===== src/rtl/seg_pkg.sv =====
// Shared constants and helpers for the 7-segment digit counter.
package seg_pkg;

    localparam int DIGIT_W        = 4;
    localparam int MAX_DIGIT_DEF  = 9;
    localparam int DEB_CYCLES_DEF = 64;
    localparam int PRESCALE_DEF   = 1000;

    // Bits needed to hold a counter running 0..n-1.
    function automatic int cnt_w(input int n);
        return (n <= 2) ? 1 : $clog2(n);
    endfunction

endpackage


===== src/rtl/seg_step_debounce.sv =====
// Button synchroniser + debouncer; emits a one-cycle step_p on each accepted press.
module seg_step_debounce
    import seg_pkg::*;
#(
    parameter int DEB_CYCLES = DEB_CYCLES_DEF
) (
    input  logic clk,
    input  logic rst_n,
    input  logic btn_raw,
    output logic step_p
);

    localparam int              CW   = cnt_w(DEB_CYCLES);
    localparam logic [CW-1:0]   LAST = CW'(DEB_CYCLES - 1);

    logic          btn_m;
    logic          btn_s;
    logic          deb_lvl;
    logic [CW-1:0] deb_cnt;

    always_ff @(posedge clk or negedge rst_n) begin
        if (!rst_n) begin
            btn_m   <= 1'b0;
            btn_s   <= 1'b0;
            deb_lvl <= 1'b0;
            deb_cnt <= '0;
            step_p  <= 1'b0;
        end else begin
            btn_m  <= btn_raw;
            btn_s  <= btn_m;
            step_p <= 1'b0;
            if (btn_s == deb_lvl) begin
                deb_cnt <= '0;
            end else if (deb_cnt == LAST) begin
                // Pulse is raised together with the level so the counter steps one edge later.
                deb_lvl <= btn_s;
                deb_cnt <= '0;
                step_p  <= btn_s;
            end else begin
                deb_cnt <= deb_cnt + CW'(1);
            end
        end
    end

endmodule


===== src/rtl/seg_digit_counter.sv =====
// Up/down digit counter feeding the 7-segment decoder: button or auto-tick stepping, wrap and load.
module seg_digit_counter
    import seg_pkg::*;
#(
    parameter int MAX_DIGIT  = MAX_DIGIT_DEF,
    parameter int DEB_CYCLES = DEB_CYCLES_DEF,
    parameter int PRESCALE   = PRESCALE_DEF
) (
    input  logic               clk,
    input  logic               rst_n,
    input  logic               btn_step,
    input  logic               up_dn,
    input  logic               auto_en,
    input  logic               load,
    input  logic [DIGIT_W-1:0] load_val,
    output logic [DIGIT_W-1:0] digit,
    output logic               wrap
);

    localparam int                 PW       = cnt_w(PRESCALE);
    localparam logic [PW-1:0]      PRE_LAST = PW'(PRESCALE - 1);
    localparam logic [DIGIT_W-1:0] MAX_D    = DIGIT_W'(MAX_DIGIT);

    logic               dir_m, dir_s;
    logic               auto_m, auto_s;
    logic               load_m, load_s;
    logic               step_p;
    logic               tick;
    logic [PW-1:0]      pre_cnt;
    logic [DIGIT_W-1:0] digit_nxt;
    logic               wrap_nxt;

    seg_step_debounce #(
        .DEB_CYCLES(DEB_CYCLES)
    ) u_deb (
        .clk    (clk),
        .rst_n  (rst_n),
        .btn_raw(btn_step),
        .step_p (step_p)
    );

    always_ff @(posedge clk or negedge rst_n) begin
        if (!rst_n) begin
            dir_m  <= 1'b0;
            dir_s  <= 1'b0;
            auto_m <= 1'b0;
            auto_s <= 1'b0;
            load_m <= 1'b0;
            load_s <= 1'b0;
        end else begin
            dir_m  <= up_dn;
            dir_s  <= dir_m;
            auto_m <= auto_en;
            auto_s <= auto_m;
            load_m <= load;
            load_s <= load_m;
        end
    end

    // Load parks the prescaler so the first tick after release is a full period away.
    always_ff @(posedge clk or negedge rst_n) begin
        if (!rst_n) begin
            pre_cnt <= '0;
            tick    <= 1'b0;
        end else if (auto_s && !load_s) begin
            pre_cnt <= (pre_cnt == PRE_LAST) ? '0 : pre_cnt + PW'(1);
            tick    <= (pre_cnt == PRE_LAST);
        end else begin
            pre_cnt <= '0;
            tick    <= 1'b0;
        end
    end

    always_comb begin
        digit_nxt = digit;
        wrap_nxt  = 1'b0;
        if (load_s) begin
            digit_nxt = (load_val > MAX_D) ? MAX_D : load_val;
        end else if (step_p || tick) begin
            if (dir_s) begin
                wrap_nxt  = (digit == MAX_D);
                digit_nxt = wrap_nxt ? '0 : digit + DIGIT_W'(1);
            end else begin
                wrap_nxt  = (digit == '0);
                digit_nxt = wrap_nxt ? MAX_D : digit - DIGIT_W'(1);
            end
        end
    end

    always_ff @(posedge clk or negedge rst_n) begin
        if (!rst_n) begin
            digit <= '0;
            wrap  <= 1'b0;
        end else begin
            digit <= digit_nxt;
            wrap  <= wrap_nxt;
        end
    end

endmodule


===== config.mk =====
export PLATFORM = sky130hd
export DESIGN_NAME = seg_digit_counter
export DESIGN_NICKNAME = d
export VERILOG_FILES = /design/src/rtl/seg_pkg.sv /design/src/rtl/seg_step_debounce.sv /design/src/rtl/seg_digit_counter.sv
export SDC_FILE = /design/constraint.sdc
export NUM_CORES = 1
export LEC_CHECK = 0
export CAP_MARGIN = 40
export CORE_MARGIN = 4
export CORE_UTILIZATION = 56
export DETAILED_ROUTE_END_ITERATION = 6
export GPL_TIMING_DRIVEN = 0
export PLACE_DENSITY = 0.83
export SLEW_MARGIN = 20
export SYNTH_ARGS = -nofsm -noshare
export SYNTH_HDL_FRONTEND = slang
export SYNTH_SLANG_ARGS = --single-unit

===== constraint.sdc =====
create_clock -name clk -period 2.2 [get_ports clk]
set_input_delay 0.22 -clock clk [delete_from_list [all_inputs] [get_ports clk]]
set_output_delay 0.22 -clock clk [all_outputs]
set_load 0.01 [all_outputs]

# Yosys cells after proc, flatten, opt, wreduce, memory -nomap -nowiden
# Index checks and enable logic that the tools add are counted.
[classes]
add_sub_neg = 4
n_lt_le_gt_ge = 1
eq_ne = 4
muxes = 16
bitwise = 1
n_reduce_logical = 6
[ops]
columns = ["operator", "n"]
rows = [
  ["$mux W4", 6],
  ["$mux W10", 2],
  ["$mux W6", 2],
  ["$add A10 B1 Y10 const B", 1],
  ["$eq A10 B10 Y1 const B", 1],
  ["$add A6 B1 Y6 const B", 1],
  ["$eq A6 B6 Y1 const B", 1],
  ["$mux W1", 6],
  ["$add A4 B1 Y4 const B", 1],
  ["$eq A4 B4 Y1 const B", 1],
  ["$gt A4 B4 Y1 const B", 1],
  ["$logic_not A4 Y1", 1],
  ["$sub A4 B1 Y4 const B", 1],
  ["$reduce_and A2 Y1", 1],
  ["$reduce_bool A2 Y1", 1],
  ["$eq A1 B1 Y1", 1],
  ["$logic_and A1 B1 Y1", 1],
  ["$logic_not A1 Y1", 1],
  ["$logic_or A1 B1 Y1", 1],
  ["$not A1 Y1", 1],
]
[word_totals]
regBits = 32
input_bits = 10
out_inout_bits = 5
elab_cells = 47

# Logic depth before layout (Yosys ltp)
# Gate-level depths: netlist (run 1).
[logic_depth]
word_depth = 5
depth_mapped = 5

# Cells and area by module
# A second synthesis (run 1) with hierarchy kept.
[unflattened]
hier_cells = 140
hier_area_um2 = 1485.2
[by_module_without_submodules]
columns = ["mod", "n_inst", "cells_each", "area_each_um2"]
rows = [
  ["seg_digit_counter", 1, 106, 1079.8],
  ["seg_step_debounce", 1, 34, 405.4],
]

# Worst setup path after synthesis (run 1)
# OpenSTA, ideal clock, no wires.
[synth_timing]
path_kind = "register -> register"
from = "reg digit[0]"
to = "reg digit[2]"
arrival_time_ps = 1270
required_time_ps = 2106
path_slack_ps = 836
stages_incl_launch_ff = 6
path_buffers = 1
path_cell_list = "dfrtp_1 -> buf_6 -> or2_4 -> nor3_4 -> a221oi_2 -> a221oi_2"
[synth_via]
elab_chain_cells = 5
[synth_lines]
columns = ["item", "line_no", "text"]
rows = [
  ["start, declared", "seg_digit_counter.sv:16", "output logic [DIGIT_W-1:0] digit,"],
  ["start signal, assigned", "seg_digit_counter.sv:95", "digit <= digit_nxt;"],
  ["$sub A4 B1 Y4 (tied with other cells)", "seg_digit_counter.sv:85", "digit_nxt = wrap_nxt ? MAX_D : digit - DIGIT_W'(1);"],
  ["$mux W4 (on tied branches)", "seg_digit_counter.sv:85, seg_digit_counter.sv:82", ""],
  ["$mux W4 (*)", "seg_digit_counter.sv:80", "if (dir_s) begin"],
  ["$mux W4 (*)", "seg_digit_counter.sv:79", "end else if (step_p || tick) begin"],
  ["$mux W4 (*)", "seg_digit_counter.sv:77", "if (load_s) begin"],
]
# Mark *: on every way between the ends. The rest lies on a longest branch, timed or not. The select of a mux whose other input is x is not followed.
# A chain may end at the register's enable or synchronous reset.

# Worst setup path after layout (run 1)
[layout_timing]
from = "reg pre_cnt[0]"
to = "reg pre_cnt[3]"
[layout_via]
elab_chain_cells = 3
[layout_lines]
columns = ["item", "line_no", "text"]
rows = [
  ["start, declared", "seg_digit_counter.sv:29", "logic [PW-1:0] pre_cnt;"],
  ["start signal, assigned", "seg_digit_counter.sv:66", "pre_cnt <= (pre_cnt == PRE_LAST) ? '0 : pre_cnt + PW'(1);"],
  ["$add A10 B1 Y10 / $eq A10 B10 Y1 (equally long branches)", "seg_digit_counter.sv:66", ""],
  ["$mux W10 (*)", "seg_digit_counter.sv:66", ""],
  ["$mux W10 (*)", "seg_digit_counter.sv:65", "end else if (auto_s && !load_s) begin"],
]
# Mark *: on every way between the ends. The rest lies on a longest branch, timed or not.

==> impl_metrics.ini, run 1 <==
[run_status]
status = finished clean

[timing]
period_share = 0.7058
hold_slack_ns = 0.3212
setup_viol = 0
finClkSkew_ns = 0.008206
worst_pin_slew_ns = 0.6796
hold_viol_final = 0
fin_tns_setup_ns = 0
setup_ws_ns = 0.6473
rsz0062_at_grt = false
final_max_slew_viol_count = 0
relSlewSlack = 0.5469
post-route-min-period_ns = 1.553
max_freq_mhz = 644.0

[die]
die-width_um = 60.17
io_pins = 15
dieArea_sq_mm = 0.003620
die_h_um = 60.17
coreArea_sq_mm = 0.002545
rows = 18
start_util = 0.5988

[synthesis]
ys.flop_type = dfrtp_1
synthAdderAreaFrac = 0.01642
muxShareOfSynthArea = 0.01396
synth_compound_area_frac = 0.1133
synth_top_area_cell = dfrtp_1
ys_ff_latch = 32
synth.area.top_cells = dfrtp_1 53%, nor2_1 4.4%, xor2_1 4.0%
syn-num-nets = 152
syn_area_sq_mm = 0.001524
synth-simple-area-share = 0.2053
async_reset_ff_frac = 1.000
synthXorXnorAreaFrac = 0.07471
seq_area_frac_synth = 0.5255
yosysTopAreaCellShare = 0.5255
syn_area_per_cell_sq_um = 10.89
synth_edf_count = 0
synth_top_family_by_area = simple AND/OR/NAND/NOR gates
synth_cells = 140
synthDistinctLibCells = 45
ys_warn_count = 0

[worst_setup_path]
rr_worst_depth = 5
cpLargestDelayFamily = simple AND/OR/NAND/NOR gates
critPathLaunchType = flop
cp.required_ns = 2.41
slowest_stage = dfrtp_1
startpoint = pre_cnt[0]$_DFF_PN0_
cp_max_fo = 5
rr_startpoint = pre_cnt[0]$_DFF_PN0_
end_kind = flop
arrival_ns = 1.76
critical-path-max-stage-delay_ns = 0.38
cp_cell_sequence = ha_1 -> and4bb_1 -> nand2_1 -> o21ai_1 -> nor2_1
worstSetupPathType = reg -> reg
path_depth = 5
cp_num_buf_inv = 0

[global_route]
grtUsageTotal = 0.1673
grt_pass1_vias = 1044
grt_pass1_wl_mm = 4.291
overflow = 0
antenna_found_initial = 0
grt_max_degree = 33

[detailed_routing]
ant_nets = 0
drc = 0
routedWlPerCell_um = 13.05
via_per_inst = 5.492
via_count = 1060
finalWirelength_mm = 2.519
firstDrtPassIters = 4
first_iter_violations = 52

[min_path]
hold_start = up_dn
hold_depth = 1
holdCritPathClass = in -> reg

[cts]
cts_root_buf = clkbuf_4
cts_tree = done
clock_sinks = 32
cts_buffers = 5
cts.repair.resized = 0
max-clock-path-buffers = 2
clk_pin_slew_ns = 0.09
htree_levels = 2
clock_latency_ns = 0.33

[cells_and_area]
fin_util = 0.7080
num_antenna_cells = 0
areaGrowthSynthToFinish_pct = 18.23
final_layout_size_suffix_gt1_frac = 0.1166
fin_area_sq_mm = 0.001802
final_cells = 193
finalNetCount = 174

[power_and_ir_drop]
leakage_nw = 0.7730
cellPowerDensity_mw_per_mm2 = 694.8
max-vdd-ir-drop_mv = 0.7243
total_power_mw = 1.252

[run]
drv_cap = 0

[place]
detailedPlacementHpwl_mm = 1.806
post_dp_cell_area_sq_mm = 0.001697
port_buffers = 14
gp_congestion = 0.8287
placedCellCount = 184
pre_cts_slack_ns = 0.6668
[where the power goes]
group          switching (mW)  total (mW)  internal, mW
registers              0.0120       0.619         0.607
logic                  0.0729       0.142        0.0689
clock network           0.189       0.490         0.302
[cell type report]
| type | instances | area (sq um) |
|---|---|---|
| flip-flops and latches | 32 | 800.8 |
| fillers | 184 | 743.2 |
| multi-input cells | 97 | 645.6 |
| repair buffers | 15 | 145.1 |
| clock buffers | 7 | 65.06 |
| plain buffers | 6 | 58.81 |
| well taps | 30 | 37.54 |
| clock inverters | 1 | 30.03 |
| inverters | 5 | 18.77 |
[state kept, by name (all words and copies together), names as in the netlist]
signal         cells
dir_s              1
u_deb.step_p       1
u_deb.btn_m        1
load_m             1
wrap               1
u_deb.deb_lvl      1
u_deb.btn_s        1
tick               1
u_deb.deb_cnt      6
auto_s             1
pre_cnt           10
load_s             1
digit              4
dir_m              1
auto_m             1
[placed cells by master (no fill, tap or decap), types with 2 or more instances in the layout]
cell,instances
dfrtp_1,32
nor2_1,18
clkdlybuf4s50_1,13
nand3_1,9
xor2_1,7
nand2_1,7
xnor2_1,6
inv_1,5
clkbuf_4,5
a21oi_1,4
o21ai_1,4
o21ai_0,4
nand2b_1,3
nand3b_1,3
and3_1,2
nor2b_1,2
buf_6,2
buf_2,2
a221oi_2,2
ha_1,2
clkbuf_8,2
[metal layers]
| metal | part of all wire | track usage |
|---|---|---|
| met1 | 0.45 | 0.1885 |
| met2 | 0.47 | 0.2716 |
| met3 | 0.054 | 0.04752 |
| met4 | 0.031 | 0.1139 |
| met5 | 0 | 0 |
[cells in the mapped netlist, types with 2 or more instances]
master and instances:
nand2b_1 3, nand3b_1 3, a21oi_1 4, buf_6 2, dfrtp_1 32, nor2_1 18, a221oi_2 2, nand2_1 7
nor2b_1 2, nand3_1 9, xor2_1 7, inv_1 5, o21ai_1 4, and3_1 2, xnor2_1 6, o21ai_0 4
ha_1 2
[kinds of logic (layout without fill, tap and decap cells)]
group / count (synthesis) / after routing
AO/OA/AOI/OAI: 23 / 23
buffers and inverters: 11 / 34
adder cells (fa/ha/maj): 2 / 2
XOR/XNOR: 13 / 13
multiplexers: 2 / 2
flip-flops: 32 / 32
AND/OR/NAND/NOR: 57 / 57
[path summary, 6_finish.rpt]
kind | slack [ns] | endpoint
worst max register to register | 0.65 | pre_cnt[3]$_DFF_PN0_
worst min-delay path | 0.32 | dir_m$_DFF_PN0_
worst max-delay path | 0.65 | pre_cnt[3]$_DFF_PN0_
worst min register to register | 0.36 | auto_s$_DFF_PN0_
max in group asynchronous | 1.29 | digit[0]$_DFFE_PN0P_
min in group asynchronous | 0.46 | u_deb.btn_s$_DFF_PN0_
[what timing repair did]
item,CTS,global route
hold endpoints to repair,32,0
buffers inserted,0,0
hold buffers,1,0
(Power assumes the default switching activity.)
==> run 2, diff against run 1 <==
Settings changed: CORE_UTILIZATION 56 to 50, PLACE_DENSITY 0.83 to 0.79.
Clock period 2.2 ns to 1.4 ns, I/O delays scaled along.
==> impl_metrics.ini, run 2 (synthesis gave the netlist of run 1 again) <==
[worst_setup_path]
rr_endpoint = pre_cnt[7]$_DFF_PN0_
end_kind = flop
rr_startpoint = pre_cnt[1]$_DFF_PN0_
arrival_ns = 1.66
worstSetupPathType = reg -> reg
cp_max_fo = 4
critPathLaunchType = flop
r2r_setup_slack_ns = 0.02
rr_worst_depth = 4
cp.required_ns = 1.68

[cells_and_area]
final_common_cell = dfrtp_1
reg_top3 = pre_cnt (10), u_deb.deb_cnt (6), digit (4)
fin_util = 0.6404
final_cell_mix = 31 x dfrtp_1, 17 x nor2_1, 10 x clkdlybuf4s50_1
seqCellArea_sq_um = 802.0
num_antenna_cells = 0
multi_input_area_sq_um = 681.9
final_layout_size_suffix_gt1_frac = 0.1697
areaGrowthSynthToFinish_pct = 18.88
num-fill-cells = 228
largest_reg_flops = 10
largest_register = pre_cnt
final_cells = 196
fin_area_sq_mm = 0.001812
finalNetCount = 176

[die]
start_util = 0.5387
die-width_um = 63.21
coreArea_sq_mm = 0.002829
rows = 19
dieArea_sq_mm = 0.003995
io_pins = 15
die_h_um = 63.21

[detailed_routing]
via_count = 1074
drc = 0
first_iter_violations = 39
via_per_inst = 5.480
finalWirelength_mm = 2.746
firstDrtPassIters = 4
ant_nets = 0
routedWlPerCell_um = 14.01

[global_route]
antenna_found_initial = 0
overflow = 0
grt_pass1_vias = 1102
grt_max_degree = 33
grt_pass1_wl_mm = 4.629
grtUsageTotal = 0.1483

[place]
detailedPlacementHpwl_mm = 1.818
placedCellCount = 185
pre_cts_slack_ns = -0.09467
port_buffers = 14
post_dp_cell_area_sq_mm = 0.001698
gp_congestion = 0.8178

[cts]
clk_pin_slew_ns = 0.11
cts_tree = done
clock_sinks = 32
htree_levels = 2
max-clock-path-buffers = 2
cts_root_buf = clkbuf_4
clock_latency_ns = 0.33
cts_buffers = 5

[timing]
max_freq_mhz = 725.9
hold_viol_final = 0
period_share = 0.9839
relSlewSlack = 0.5528
final_max_slew_viol_count = 0
post-route-min-period_ns = 1.378
finClkSkew_ns = 0.01694
worst_pin_slew_ns = 0.6708
setup_ws_ns = 0.02248
setup_viol = 0
hold_slack_ns = 0.2363

[power_and_ir_drop]
cellPowerDensity_mw_per_mm2 = 944.8
max-vdd-ir-drop_mv = 0.6572
leakage_nw = 0.7712

[min_path]
holdCritPathClass = in -> reg
hold_depth = 1
hold_start = auto_en
whs_endpoint = auto_m$_DFF_PN0_

[run_status]
status = finished clean

[run]
drv_cap = 0
## run 2: cell types whose count changed in the layout (fill, tap and decap cells not counted), moves of 2 or more
| cell | change |
|---|---|
| buf_4 | +4 |
| clkbuf_8 | -2 |
| clkdlybuf4s50_1 | -3 |
| clkinv_2 | +2 |
| dlygate4sd2_1 | +3 |
## run 2: area by class of cell
class	count	share of cell area
Sequential cell	32	0.4427
Clock inverter	3	0.01036
Multi-Input combinational cell	97	0.3764
Inverter	5	0.01036
Timing Repair Buffer	19	0.09461
Tap cell	31	0.02141
Buffer	4	0.02348
Clock buffer	5	0.02072
## run 2: what timing repair did
item / CTS / global route
hold buffers: 1 / 0
gates resized for setup: 6 / 7
pin swaps: 5 / 7
endpoints found under the setup margin: 10 / 10
endpoints found under the hold margin: 32 / 0
setup buffers: 3 / 1
## run 2: worst max-delay path by stage
stage	from	endpoint	slack, ns
global placement	rst_n	digit[3]$_DFFE_PN0P_	-0.34
detailed placement	pre_cnt[0]$_DFF_PN0_	pre_cnt[6]$_DFF_PN0_	-0.09
global route	pre_cnt[1]$_DFF_PN0_	pre_cnt[7]$_DFF_PN0_	-0.05
finish	pre_cnt[1]$_DFF_PN0_	pre_cnt[7]$_DFF_PN0_	0.02
floorplan	digit[0]$_DFFE_PN0P_	digit[2]$_DFFE_PN0P_	0.04
CTS	digit[0]$_DFFE_PN0P_	digit[2]$_DFFE_PN0P_	-0.02
## run 2: worst max-delay path, cell delays in order (launching register included)
cell	delay, ns
dfrtp_1	0.43
ha_4	0.19
and4bb_2	0.27
a31oi_1	0.24
o221a_1	0.21
## run 2: per-layer routing
| metal | GRT usage | up-vias | part of all wire |
|---|---|---|---|
| met5 | 0 | - | 0 |
| met4 | 0.07547 | 0 | 0.026 |
| met3 | 0.04263 | 8 | 0.050 |
| met2 | 0.2556 | 30 | 0.49 |
| met1 | 0.1665 | 500 | 0.44 |
| li1 | - | 536 | - |
## run 2: power by group
group / internal [mW] / total [mW] / switching, mW / leakage (nW)
Combinational: 0.108 / 0.217 / 0.109 / 0.320
Clock: 0.193 / 0.515 / 0.322 / 0.0349
Sequential: 0.955 / 0.980 / 0.0249 / 0.416
## run 2: stage by stage
step / TNS [ns] / total power, mW
final: 0 / 1.712
after global routing: -0.2874 / 1.819
after CTS: -0.01605 / 1.736
after detailed placement: -0.4221 / 1.211
after global placement: -11.34 / 1.205
after floorplan: 0 / 1.123
==> run 3, diff against run 2 <==
Settings changed: CORE_UTILIZATION 50 to 29, PLACE_DENSITY 0.79 to 0.53.
==> impl_metrics.ini, run 3 (synthesis gave the netlist of run 1 again) <==
[detailed_routing]
drc = 0
via_per_inst = 4.632
ant_nets = 0
firstDrtPassIters = 4
finalWirelength_mm = 2.923
routedWlPerCell_um = 12.23
via_count = 1107
first_iter_violations = 57

[die]
coreArea_sq_mm = 0.005107
io_pins = 15
rows = 26
start_util = 0.2984
die_h_um = 80.49
die-width_um = 80.49
dieArea_sq_mm = 0.006479

[worst_setup_path]
end_kind = flop
arrival_ns = 1.55
r2r_setup_slack_ns = 0.01
critical-path-max-stage-delay_ns = 0.40
rr_startpoint = pre_cnt[0]$_DFF_PN0_
slowest_stage = dfrtp_1
cp_cell_sequence = ha_4 -> and4bb_2 -> buf_6 -> a31oi_1 -> o221a_1
rr_endpoint = pre_cnt[7]$_DFF_PN0_
rr_worst_depth = 5
critPathLaunchType = flop
cp_max_fo = 4
worstSetupPathType = reg -> reg
cp.required_ns = 1.57

[cts]
cts_root_buf = clkbuf_8
htree_levels = 2
cts_tree = done
clk_pin_slew_ns = 0.07
clock_sinks = 32
cts_buffers = 5
clock_latency_ns = 0.28
max-clock-path-buffers = 2

[power_and_ir_drop]
leakage_nw = 0.8244
cellPowerDensity_mw_per_mm2 = 1002
seq_power_share = 0.500
p_comb_frac = 0.124
total_power_mw = 1.958
switching_share = 0.2475
clkPwrFrac = 0.376
max-vdd-ir-drop_mv = 0.4113
p_int_mw = 1.474
power.switching_uw = 484.6

[run]
drv_cap = 0

[timing]
fin_tns_setup_ns = 0
period_share = 0.9906
relSlewSlack = 0.7140
max_freq_mhz = 721.1
final_max_slew_viol_count = 0
worst_pin_slew_ns = 0.4234
rsz0062_at_grt = true
post-route-min-period_ns = 1.387
hold_slack_ns = 0.2137
hold_viol_final = 0
finClkSkew_ns = 0.004038
setup_viol = 0

[cells_and_area]
finalNetCount = 180
final_cells = 239
final_layout_size_suffix_gt1_frac = 0.2012
reg_top3 = pre_cnt (10), u_deb.deb_cnt (6), digit (4)
final_common_cell = dfrtp_1
largest_reg_flops = 10
final_cell_mix = 31 x dfrtp_1, 17 x nor2_1, 12 x clkdlybuf4s50_1
areaGrowthSynthToFinish_pct = 28.24
num_antenna_cells = 0
largest_register = pre_cnt
fin_util = 0.3827

[global_route]
grt_max_degree = 33
overflow = 0
grt_pass1_wl_mm = 4.974
antenna_found_initial = 0
grt_pass1_vias = 1138
grtUsageTotal = 0.1019

[place]
gp_congestion = 0.8163
detailedPlacementHpwl_mm = 1.933
placedCellCount = 224
port_buffers = 14

[run_status]
status = finished clean

[min_path]
holdCritPathClass = in -> async
-- run 3: changes by cell type in the layout (fill, tap and decap cells not counted), sizes merged --
cell / delta
buf: +4
dlygate4sd2: -3
dlymetal6s2s: +1
clkinv: -1
clkdlybuf4s50: +2
clkbuf: +1
-- run 3: critical path, delay by kind of cell, from the launching register on --
family	cells	cell delay, ns
buf+inv	1	0.11
flops	1	0.40
compound gates	2	0.31
fa+ha+maj	1	0.16
simple gates	1	0.29
-- run 3: final cells by class --
class                           instances  area [sq um]
Buffer                                  5         53.80
Clock buffer                            6         82.58
Clock inverter                          2         10.01
Fill cell                             516          3153
Inverter                                5         18.77
Multi-Input combinational cell         97         683.2
Sequential cell                        32         802.0
Tap cell                               70         87.58
Timing Repair Buffer                   22         216.5
-- run 3: power groups by stage --
stage	clock network [mW]	logic (mW)	registers, mW
floorplan	0	0.129	0.995
global placement	0	0.217	0.991
detailed placement	0	0.223	0.992
CTS	0.767	0.235	0.977
global route	0.797	0.271	0.983
finish	0.737	0.243	0.978
-- run 3: worst max-delay path by stage --
stage / slack, ns / startpoint / depth (start not counted) / end
6_report: 0.01 / pre_cnt[0]$_DFF_PN0_ / 5 / pre_cnt[7]$_DFF_PN0_
5_1_grt: -0.05 / digit[0]$_DFFE_PN0P_ / 5 / digit[2]$_DFFE_PN0P_
2_1_floorplan: 0.04 / digit[0]$_DFFE_PN0P_ / 5 / digit[2]$_DFFE_PN0P_
4_1_cts: 0.004 / digit[0]$_DFFE_PN0P_ / 5 / digit[2]$_DFFE_PN0P_
3_5_place_dp: -0.12 / pre_cnt[0]$_DFF_PN0_ / 5 / pre_cnt[3]$_DFF_PN0_
3_3_place_gp: -0.44 / rst_n / 1 / dir_s$_DFF_PN0_
-- run 3: layer usage --
| layer | vias up | GRT usage | wire length (um) |
|---|---|---|---|
| met5 | - | 0 | 0 |
| met4 | 0 | 0.06926 | 41 |
| met3 | 5 | 0.03475 | 160 |
| met2 | 29 | 0.1664 | 1512 |
| met1 | 532 | 0.1106 | 1208 |
| li1 | 541 | - | - |
-- run 3: stage by stage --
step	setup WS [ns]	area [sq um]
after global placement	-0.4430	1752
final	0.01323	1954
after CTS	0.003663	1884
after detailed placement	-0.1209	1747
after floorplan	0.03587	1524
after global routing	-0.04719	1954
-- run 3: repair_timing --
item / CTS / global route
pin swaps: 6 / 6
setup endpoints to repair: 8 / 13
hold buffers: 1 / 0
hold endpoints to repair: 32 / 0
gates resized for setup: 5 / 8
buffers inserted: 3 / 3
